===== src/rtl/llki_pkg.sv =====
// LLKI shared types and constants for the discrete key-load master/slave pair.
// Contents: command opcodes, response status codes, master FSM states, key word width.
package llki_pkg;

    localparam int LLKI_WORD_W = 64;

    typedef enum logic {
        LOAD_KEY  = 1'b0,
        CLEAR_KEY = 1'b1
    } llki_cmd_e;

    typedef enum logic [1:0] {
        ST_OK      = 2'd0,
        ST_TIMEOUT = 2'd1,
        ST_BAD_LEN = 2'd2
    } llki_status_e;

    typedef enum logic [2:0] {
        IDLE,
        FETCH,
        SEND,
        WAITC,
        CLEAR,
        RESP
    } llki_master_state_e;

endpackage


===== src/rtl/llki_discrete_master_if.sv =====
// Bundle of all handshake signals around the LLKI discrete master.
// Groups: command (cmd_*), upstream key words (kw_*), slave side (llki_*), response (rsp_*).
// Modports: master = the llki_discrete_master view, slave = the environment view.
interface llki_discrete_master_if;
    import llki_pkg::*;

    logic                   cmd_valid;
    logic                   cmd_ready;
    logic                   cmd_op;
    logic [4:0]             cmd_len;
    logic                   kw_valid;
    logic                   kw_ready;
    logic [LLKI_WORD_W-1:0] kw_data;
    logic [LLKI_WORD_W-1:0] llki_key_data;
    logic                   llki_key_valid;
    logic                   llki_key_ready;
    logic                   llki_key_complete;
    logic                   llki_clear_key;
    logic                   llki_clear_key_ack;
    logic                   rsp_valid;
    logic                   rsp_ready;
    logic [1:0]             rsp_status;

    modport master (
        input  cmd_valid, cmd_op, cmd_len, kw_valid, kw_data,
               llki_key_ready, llki_key_complete, llki_clear_key_ack, rsp_ready,
        output cmd_ready, kw_ready, llki_key_data, llki_key_valid,
               llki_clear_key, rsp_valid, rsp_status
    );

    modport slave (
        output cmd_valid, cmd_op, cmd_len, kw_valid, kw_data,
               llki_key_ready, llki_key_complete, llki_clear_key_ack, rsp_ready,
        input  cmd_ready, kw_ready, llki_key_data, llki_key_valid,
               llki_clear_key, rsp_valid, rsp_status
    );

endinterface


===== src/rtl/llki_timeout_ctr.sv =====
// Wait-phase timeout counter.
// Ports: clk, reset_n (sync, active low), clr (zero the count, wins over en),
//        en (count this cycle), tc (count has reached LIMIT-1).
module llki_timeout_ctr #(
    parameter int CNT_W = 16,
    parameter int LIMIT = 1024
) (
    input  logic clk,
    input  logic reset_n,
    input  logic clr,
    input  logic en,
    output logic tc
);

    logic [CNT_W-1:0] count_q, count_d;

    always_comb begin
        count_d = count_q;
        if (clr)
            count_d = '0;
        else if (en)
            count_d = count_q + 1'b1;
    end

    always_ff @(posedge clk) begin
        if (!reset_n)
            count_q <= '0;
        else
            count_q <= count_d;
    end

    assign tc = (count_q == CNT_W'(LIMIT - 1));

endmodule


===== src/rtl/llki_discrete_master.sv =====
// LLKI discrete key-load master: accepts LOAD_KEY/CLEAR_KEY commands, streams key
// words to the slave one at a time, waits for completion/ack under a timeout and
// returns one status response per command.
// Ports: clk, reset_n (sync, active low), bus (llki_discrete_master_if.master).
module llki_discrete_master #(
    parameter int MAX_WORDS      = 16,
    parameter int TIMEOUT_CYCLES = 1024
) (
    input  logic                          clk,
    input  logic                          reset_n,
    llki_discrete_master_if.master        bus
);
    import llki_pkg::*;

    llki_master_state_e     state_q, state_d;
    llki_status_e           status_q, status_d;
    logic [4:0]             remaining_q, remaining_d;
    logic [LLKI_WORD_W-1:0] key_data_q, key_data_d;
    logic                   cmd_ready_q, kw_ready_q, key_valid_q, clear_q, rsp_valid_q;
    logic                   tmr_clr, tmr_en, tmr_tc;

    always_comb begin
        state_d     = state_q;
        status_d    = status_q;
        remaining_d = remaining_q;
        key_data_d  = key_data_q;
        case (state_q)
            IDLE: begin
                // cmd_ready_q is low on the first cycle out of reset, so gate with it
                if (bus.cmd_valid && cmd_ready_q) begin
                    if (llki_cmd_e'(bus.cmd_op) == CLEAR_KEY) begin
                        state_d = CLEAR;
                    end else if (bus.cmd_len == 5'd0 || int'(bus.cmd_len) > MAX_WORDS) begin
                        status_d = ST_BAD_LEN;
                        state_d  = RESP;
                    end else begin
                        remaining_d = bus.cmd_len;
                        state_d     = FETCH;
                    end
                end
            end
            FETCH: begin
                if (bus.kw_valid && kw_ready_q) begin
                    key_data_d = bus.kw_data;
                    state_d    = SEND;
                end else if (tmr_tc) begin
                    status_d = ST_TIMEOUT;
                    state_d  = RESP;
                end
            end
            SEND: begin
                if (bus.llki_key_ready) begin
                    remaining_d = remaining_q - 5'd1;
                    if (remaining_q == 5'd1) begin
                        // completion seen together with the last word skips WAITC
                        if (bus.llki_key_complete) begin
                            status_d = ST_OK;
                            state_d  = RESP;
                        end else begin
                            state_d = WAITC;
                        end
                    end else begin
                        state_d = FETCH;
                    end
                end else if (tmr_tc) begin
                    status_d = ST_TIMEOUT;
                    state_d  = RESP;
                end
            end
            WAITC: begin
                if (bus.llki_key_complete) begin
                    status_d = ST_OK;
                    state_d  = RESP;
                end else if (tmr_tc) begin
                    status_d = ST_TIMEOUT;
                    state_d  = RESP;
                end
            end
            CLEAR: begin
                if (bus.llki_clear_key_ack) begin
                    status_d = ST_OK;
                    state_d  = RESP;
                end else if (tmr_tc) begin
                    status_d = ST_TIMEOUT;
                    state_d  = RESP;
                end
            end
            RESP: begin
                if (bus.rsp_ready)
                    state_d = IDLE;
            end
            default: state_d = IDLE;
        endcase
    end

    // Outputs are registered from the next state so they line up with state_q.
    always_ff @(posedge clk) begin
        if (!reset_n) begin
            state_q     <= IDLE;
            status_q    <= ST_OK;
            remaining_q <= '0;
            key_data_q  <= '0;
            cmd_ready_q <= 1'b0;
            kw_ready_q  <= 1'b0;
            key_valid_q <= 1'b0;
            clear_q     <= 1'b0;
            rsp_valid_q <= 1'b0;
        end else begin
            state_q     <= state_d;
            status_q    <= status_d;
            remaining_q <= remaining_d;
            key_data_q  <= key_data_d;
            cmd_ready_q <= (state_d == IDLE);
            kw_ready_q  <= (state_d == FETCH);
            key_valid_q <= (state_d == SEND);
            clear_q     <= (state_d == CLEAR);
            rsp_valid_q <= (state_d == RESP);
        end
    end

    // Timer restarts on every state change, including FETCH<->SEND per word.
    assign tmr_clr = (state_d != state_q);
    assign tmr_en  = (state_q inside {FETCH, SEND, WAITC, CLEAR});

    llki_timeout_ctr #(
        .CNT_W (16),
        .LIMIT (TIMEOUT_CYCLES)
    ) u_tmr (
        .clk     (clk),
        .reset_n (reset_n),
        .clr     (tmr_clr),
        .en      (tmr_en),
        .tc      (tmr_tc)
    );

    assign bus.cmd_ready      = cmd_ready_q;
    assign bus.kw_ready       = kw_ready_q;
    assign bus.llki_key_data  = key_data_q;
    assign bus.llki_key_valid = key_valid_q;
    assign bus.llki_clear_key = clear_q;
    assign bus.rsp_valid      = rsp_valid_q;
    assign bus.rsp_status     = status_q;

endmodule


===== src/flat_wrapper.sv =====
// flat-port wrapper written by rule: the top's interface ports become plain ports
module llki_discrete_master_flat import llki_pkg::*;
#(
    parameter int MAX_WORDS      = 16,
    parameter int TIMEOUT_CYCLES = 1024
)
  (clk, reset_n, bus_cmd_valid, bus_cmd_op, bus_cmd_len, bus_kw_valid, bus_kw_data, bus_llki_key_ready, bus_llki_key_complete, bus_llki_clear_key_ack, bus_rsp_ready, bus_cmd_ready, bus_kw_ready, bus_llki_key_data, bus_llki_key_valid, bus_llki_clear_key, bus_rsp_valid, bus_rsp_status);
  llki_discrete_master_if bus_i ();
  input  logic clk;
  input  logic reset_n;
  input wire logic [$bits(bus_i.cmd_valid)-1:0] bus_cmd_valid;
  input wire logic [$bits(bus_i.cmd_op)-1:0] bus_cmd_op;
  input wire logic [$bits(bus_i.cmd_len)-1:0] bus_cmd_len;
  input wire logic [$bits(bus_i.kw_valid)-1:0] bus_kw_valid;
  input wire logic [$bits(bus_i.kw_data)-1:0] bus_kw_data;
  input wire logic [$bits(bus_i.llki_key_ready)-1:0] bus_llki_key_ready;
  input wire logic [$bits(bus_i.llki_key_complete)-1:0] bus_llki_key_complete;
  input wire logic [$bits(bus_i.llki_clear_key_ack)-1:0] bus_llki_clear_key_ack;
  input wire logic [$bits(bus_i.rsp_ready)-1:0] bus_rsp_ready;
  output wire logic [$bits(bus_i.cmd_ready)-1:0] bus_cmd_ready;
  output wire logic [$bits(bus_i.kw_ready)-1:0] bus_kw_ready;
  output wire logic [$bits(bus_i.llki_key_data)-1:0] bus_llki_key_data;
  output wire logic [$bits(bus_i.llki_key_valid)-1:0] bus_llki_key_valid;
  output wire logic [$bits(bus_i.llki_clear_key)-1:0] bus_llki_clear_key;
  output wire logic [$bits(bus_i.rsp_valid)-1:0] bus_rsp_valid;
  output wire logic [$bits(bus_i.rsp_status)-1:0] bus_rsp_status;
  assign bus_i.cmd_valid = bus_cmd_valid;
  assign bus_i.cmd_op = bus_cmd_op;
  assign bus_i.cmd_len = bus_cmd_len;
  assign bus_i.kw_valid = bus_kw_valid;
  assign bus_i.kw_data = bus_kw_data;
  assign bus_i.llki_key_ready = bus_llki_key_ready;
  assign bus_i.llki_key_complete = bus_llki_key_complete;
  assign bus_i.llki_clear_key_ack = bus_llki_clear_key_ack;
  assign bus_i.rsp_ready = bus_rsp_ready;
  assign bus_cmd_ready = bus_i.cmd_ready;
  assign bus_kw_ready = bus_i.kw_ready;
  assign bus_llki_key_data = bus_i.llki_key_data;
  assign bus_llki_key_valid = bus_i.llki_key_valid;
  assign bus_llki_clear_key = bus_i.llki_clear_key;
  assign bus_rsp_valid = bus_i.rsp_valid;
  assign bus_rsp_status = bus_i.rsp_status;
  llki_discrete_master #(.MAX_WORDS(MAX_WORDS), .TIMEOUT_CYCLES(TIMEOUT_CYCLES)) u_core (.clk(clk), .reset_n(reset_n), .bus(bus_i));
endmodule

===== config.mk =====
export PLATFORM = sky130hd
export DESIGN_NAME = llki_discrete_master_flat
export DESIGN_NICKNAME = d
export VERILOG_FILES = /design/src/rtl/llki_pkg.sv /design/src/rtl/llki_discrete_master_if.sv /design/src/rtl/llki_timeout_ctr.sv /design/src/rtl/llki_discrete_master.sv /design/src/flat_wrapper.sv
export SDC_FILE = /design/constraint.sdc
export NUM_CORES = 1
export LEC_CHECK = 0
export CAP_MARGIN = 5
export CORE_ASPECT_RATIO = 0.75
export CORE_MARGIN = 2
export CORE_UTILIZATION = 45
export DETAILED_ROUTE_END_ITERATION = 8
export PLACE_DENSITY = 0.81
export RECOVER_POWER = 100
export SYNTH_ARGS = -nofsm -noshare
export SYNTH_HDL_FRONTEND = slang
export SYNTH_SLANG_ARGS = --single-unit

===== constraint.sdc =====
create_clock -name clk -period 3.89 [get_ports clk]
set_input_delay 0.389 -clock clk [delete_from_list [all_inputs] [get_ports clk]]
set_output_delay 0.389 -clock clk [all_outputs]
set_load 0.02 [all_outputs]

# Word-level counts from Yosys, hierarchy flattened

Index checks and enable logic that the tools add are counted.

Bits in registers: 95
Bits in latches: 0
Memory bits (writable): 0
Bits in read-only memories: 0
Output and inout port bits: 71
Word-level logic and storage cells: 75
Memories kept: 0

$add $sub $neg: 2
Multiply operators: 0
Divide/modulo/power cells: 0
$lt $le $gt $ge: 1
Eq/ne operators: 20
Shift operators: 0
Mux-type cells: 28
Bitwise gates (word level): 1
Reduce and logical (&&, ||, !) cells: 13

Operator list:

| kind                    | number |
|---|---|
| $mux W3                 | 11 |
| $mux W2                 | 10 |
| $mux W5                 | 4 |
| $pmux W3 S6             | 1 |
| $add A16 B1 Y16 const B | 1 |
| $eq A16 B10 Y1 const B  | 1 |
| $eq A3 B3 Y1 const B    | 4 |
| $pmux W2 S5             | 1 |
| $pmux W5 S2             | 1 |
| $eq A3 B2 Y1 const B    | 3 |
| $ne A2 B2 Y1 const B    | 4 |
| $reduce_and A7 Y1       | 1 |
| $eq A3 B1 Y1 const B    | 2 |
| $logic_not A3 Y1        | 2 |
| $eq A5 B1 Y1 const B    | 1 |
| $gt A5 B5 Y1 const B    | 1 |
| $logic_not A5 Y1        | 1 |
| $reduce_and A5 Y1       | 1 |
| $reduce_bool A5 Y1      | 1 |
| $sub A5 B1 Y5 const B   | 1 |
| $ne A2 B1 Y1 const B    | 2 |
| $reduce_bool A4 Y1      | 1 |
| $ne A3 B2 Y1 const B    | 1 |
| $ne A3 B3 Y1            | 1 |
| other kinds (7)         | 8 |

# Longest topological paths before layout

Depth in word-level cells: 8
Depth in mapped cells: 8

# Hierarchy

A second synthesis with hierarchy kept.

Cells, all modules: 491
Area, all modules: 3,993.8 um2

Modules (own cells, without submodules):

| module               | instances | cells each | area an instance (um2) | sequential area each (um2) |
|---|---|---|---|---|
| llki_discrete_master | 1         | 403        | 3,225.6                | 1,581.5 |
| llki_timeout_ctr     | 1         | 88         | 768.2                  | 320.3 |

# Least setup slack after synthesis

OpenSTA, ideal clock, no wires.

Path kind: reg2reg
Start: reg u_core.remaining_q[1]
End: reg u_core.u_tmr.count_q[0]
Setup time: 0.073 ns
Arrival: 1.714 ns
Required time: 3.817 ns
Path slack: 2.103 ns
Cell stages (with the launch flop): 9
Path buffers: 1
Clock period less this slack: 1.787 ns
Path through: dfxtp_1 inv_1 ha_1 nor4b_2 a211oi_2 o32ai_2 o31a_4 buf_6 nor3_2

Word-level cells in the longest chain between the ends: 6

Ends and longest elaborated chain:

| what                       | RTL line                    | source |
|---|---|---|
| from (decl)                | llki_discrete_master.sv:17  | `logic [4:0] remaining_q, remaining_d;` |
| from (signal assigned)     | llki_discrete_master.sv:111 | `remaining_q <= remaining_d;` |
| $eq A5 B1 Y1               | llki_discrete_master.sv:54  | `if (remaining_q == 5'd1) begin` |
| $mux W3                    | llki_discrete_master.sv:54  |  |
| $mux W3                    | llki_discrete_master.sv:52  | `if (bus.llki_key_ready) begin` |
| $pmux W3 S6                | llki_discrete_master.sv:27  | `case (state_q)` |
| $ne A3 B3 Y1               | llki_discrete_master.sv:122 | `assign tmr_clr = (state_d != state_q);` |
| $reduce_or A2 Y1 (no line) | n/a                         |  |
| to (signal assigned)       | llki_timeout_ctr.sv:29      | `count_q <= count_d;` |
| to (decl)                  | llki_timeout_ctr.sv:15      | `logic [CNT_W-1:0] count_q, count_d;` |

No other way between the ends.
A chain may end at the register's enable or synchronous reset.

# Worst setup path in the final report

Start: reg u_core.state_q[1]
End: reg u_core.u_tmr.count_q[9]

Word-level cells in the longest chain between the ends: 5
Elaborated cells between the ends (all ways): 17
Those cells by class: 6 x eq/ne; 8 x mux; 3 x reduce/logical

Ends and longest elaborated chain:

| what                       | RTL line                    | source |
|---|---|---|
| from (decl)                | llki_discrete_master.sv:15  | `llki_master_state_e state_q, state_d;` |
| from (signal assigned)     | llki_discrete_master.sv:109 | `state_q <= state_d;` |
| $mux W3                    | n/a                         |  |
| $mux W3 (on tied branches) | n/a                         |  |
| $pmux W3 S6                | llki_discrete_master.sv:27  |  |
| $ne A3 B3 Y1               | llki_discrete_master.sv:122 |  |
| $reduce_or A2 Y1 (no line) | n/a                         |  |

Several ways; a longest one is shown, not always the timed one.

==> impl_results.md <==
- Worst setup path start: u_core.state_q[1]$_SDFF_PN0_
- Predominant post-synthesis flop cell: dfxtp_1
- Clock Sinks: 95
- Layout cell share with drive strength beyond 1: 0.0604
- CTS Buf Count: 9
- Post-Layout Cell Count: 741
- Drt pass-1 iters: 4
- CP endpoint: u_core.u_tmr.count_q[9]$_SDFFE_PP0P_
- Ant diodes: 0
- DRC: 0
- Post-route cell area: 0.00584 mm2
- Worst-Skew Late Latency: 0.34 ns
- Die X: 114 um
- Post-route ant nets: 0
- Mean number of vias per cell: 5.30
- Die extent in y: 86.6 um
- RR Endpoint: u_core.u_tmr.count_q[9]$_SDFFE_PP0P_
- R2R setup slack: 0.84 ns
- Skew final: 0.00946 ns
- IO buf count: 148
- VDD IR-drop max: 0.283 mV
- DR WL/cell: 15.3 um
- Area growth from synthesis to layout: 42.9%
- CTS tree: built
- Synth top cells by count: 149 x nand2_1, 95 x dfxtp_1, 73 x a21oi_1, 18 x clkbuf_1
- Total Power: 2.12 mW
- Die area: 0.00987 mm2
- Status: complete, but fails checks
- Post-cts repair resize count: 0
- Post-Place Cells: 725
- Initial antenna violation count: 0
- R2R cell count: 5
- CTS root buffer: clkbuf_16
- Ys async rst share: 0
- Vias in the first global route: 3698
- Starting density of the core: 0.458
- Synth area leaders: dfxtp_1 47%, nand2_1 14%, a21oi_1 8.9%, xor2_1 3.0%, nor3_2 2.7%
- Vias: 3927
- Total GRT Usage: 0.228
- HPWL Detailed: 7970 um
- Post-synthesis register bit count: 95
- Most frequent cell after synthesis: nand2_1
- Fmax achieved: 0.328 GHz
- Final setup viols: 0
- Post-synth top area share: 0.465
- RSZ-0062 raised after global routing: no
- GPL Wtd Cong: 0.840
- Worst rel slew slack: -0.173
- Post-CTS Setup Bufs: 0
- Syn Area/Cell: 8.24 um2
- CP arrival: 3.19 ns
- Slew @ Worst Pin: 1.76 ns
- Final Util: 0.654
- Largest net degree at the start of global routing: 65
- Dpl cell area: 0.00557 mm2
- Crit start category: register
- Core ar.: 0.00893 mm2
- Final Hold Fails: 0
- P per Cell Area: 362 mW/mm2
- Slew Viols, Final: 16
- Post-synthesis net count: 577
- Syn Inst Count: 496
- Row cnt: 30
- Max cap viols: 0
- Cell Area, Synth: 0.00409 mm2
- Final net count: 705
- H-tree levels: 3
- HP Class: reg2reg
- Critical path class: reg2reg
- Tmin final: 3.05 ns
- EDFF count, synth: 0
- LEAKAGE: 2.24 nW
- Cell taking the most area after synthesis: dfxtp_1
- Yosys cell types: 58
- Sequential fraction of the synthesis area: 0.465
- Crit Path Max Fanout: 23
- Grt ovf: 0
- Clk buf depth: 2
- Register clock-pin slew on the reported worst setup and hold paths: 0.07 ns
- Worst endpoint required time: 4.03 ns
- Fin Setup TNS: 0 ns
- Synth warn: 0
- Worst r2r src: u_core.state_q[1]$_SDFF_PN0_
- DRT iter0 DRCs: 237
- Hold Buf Count CTS: 0
- First-pass GRT wire length: 17800 um
- Failing checks: slew limit
- Layout fillers: 771
- Part of the cycle the worst path needs: 0.784
- Final WL: 11400 um
- IO Pins: 149
- Worst Setup End Kind: register
## critical path, cell delays in order (launching register included)
cell and delay, ns:
dfxtp_1 0.78, nand2_1 0.20, a2bb2oi_1 0.21, nor4b_2 0.19, a32oi_1 1.31, nor3_1 0.17
## cell usage in the layout, fill, tap and decap left out, types with 3 or more instances in the layout
cell type	synthesis	layout
a21oi_1	73	73
and3_1	4	4
and4_1	3	3
clkbuf_16	0	9
clkdlybuf4s50_1	0	76
dfxtp_1	95	95
dlygate4sd3_1	0	72
ha_1	3	3
inv_1	4	4
nand2_1	149	149
nand2b_1	3	3
nand3_1	7	7
nand4_1	8	8
nor2_1	14	13
nor2b_1	5	5
nor3_1	12	13
nor3_2	11	10
nor4_1	3	4
o21ai_0	4	4
o21ai_1	3	3
o31ai_1	4	4
xor2_1	14	14
## layout make-up
class	count	area, um2	area share
clock buffers	11	233	0.0398
clock inverters	5	81.3	0.0139
well taps	112	140	0.0240
repair buffers	151	1500	0.257
multi-input cells	362	1970	0.337
inverters	5	18.8	0.00321
flip-flops and latches	95	1900	0.325
## worst min-delay path by stage
| stage | startpoint | endpoint | cells after the start |
|---|---|---|---|
| 4_1_cts | u_core.bus.llki_key_data[40]$_SDFFE_PN0P_ | u_core.bus.llki_key_data[40]$_SDFFE_PN0P_ | 2 |
| 6_report | u_core.bus.llki_key_data[25]$_SDFFE_PN0P_ | u_core.bus.llki_key_data[25]$_SDFFE_PN0P_ | 2 |
| 5_1_grt | u_core.bus.llki_key_data[25]$_SDFFE_PN0P_ | u_core.bus.llki_key_data[25]$_SDFFE_PN0P_ | 2 |
| 2_1_floorplan | u_core.remaining_q[1]$_SDFFE_PN0P_ | u_core.remaining_q[1]$_SDFFE_PN0P_ | 2 |
| 3_5_place_dp | u_core.bus.llki_key_data[40]$_SDFFE_PN0P_ | u_core.bus.llki_key_data[40]$_SDFFE_PN0P_ | 2 |
| 3_3_place_gp | u_core.bus.llki_key_data[17]$_SDFFE_PN0P_ | u_core.bus.llki_key_data[17]$_SDFFE_PN0P_ | 2 |
## state kept, by name, summed over array words and instances, names as in the netlist
signal,count
u_core.remaining_q,5
u_core.bus.llki_key_data,64
u_core.state_q,3
u_core.bus.cmd_ready,1
u_core.bus.llki_clear_key,1
u_core.bus.kw_ready,1
u_core.u_tmr.count_q,16
u_core.bus.llki_key_valid,1
u_core.bus.rsp_valid,1
u_core.bus.rsp_status,2
## per-stage QoR
step | hold slack [ns] | setup WS [ns]
2_1_floorplan | 0.463 | 2.10
3_3_place_gp | 0.441 | 1.36
3_5_place_dp | 0.446 | 1.27
4_1_cts | 0.455 | 1.34
5_1_grt | 0.464 | 0.566
6_report | 0.450 | 0.839
## where the power goes
part / total, mW / switching [mW] / internal (mW)
Combinational: 0.185 / 0.0847 / 0.101
Sequential: 0.992 / 0.0118 / 0.981
Clock: 0.938 / 0.373 / 0.565
Total: 2.12 / 0.469 / 1.65
## layer usage
layer | GRT usage | vias to the layer above | share of wire
met5 | 0 | - | 0
met4 | 0.0588 | 0 | 0.0097
met3 | 0.0916 | 13 | 0.087
met2 | 0.377 | 133 | 0.48
met1 | 0.279 | 1825 | 0.42
li1 | - | 1956 | -
## cells by family (layout without fill, tap and decap cells)
group,count (synthesis),in the layout,share of synthesized area
XOR/XNOR,16,16,0.0343
adder cells (fa/ha/maj),3,3,0.00918
AND/OR/NAND/NOR,236,236,0.282
flip-flops,95,95,0.465
multiplexers,1,1,0.00245
buffers and inverters,39,172,0.0462
AO/OA/AOI/OAI,106,106,0.160
(Power assumes the default switching activity.)
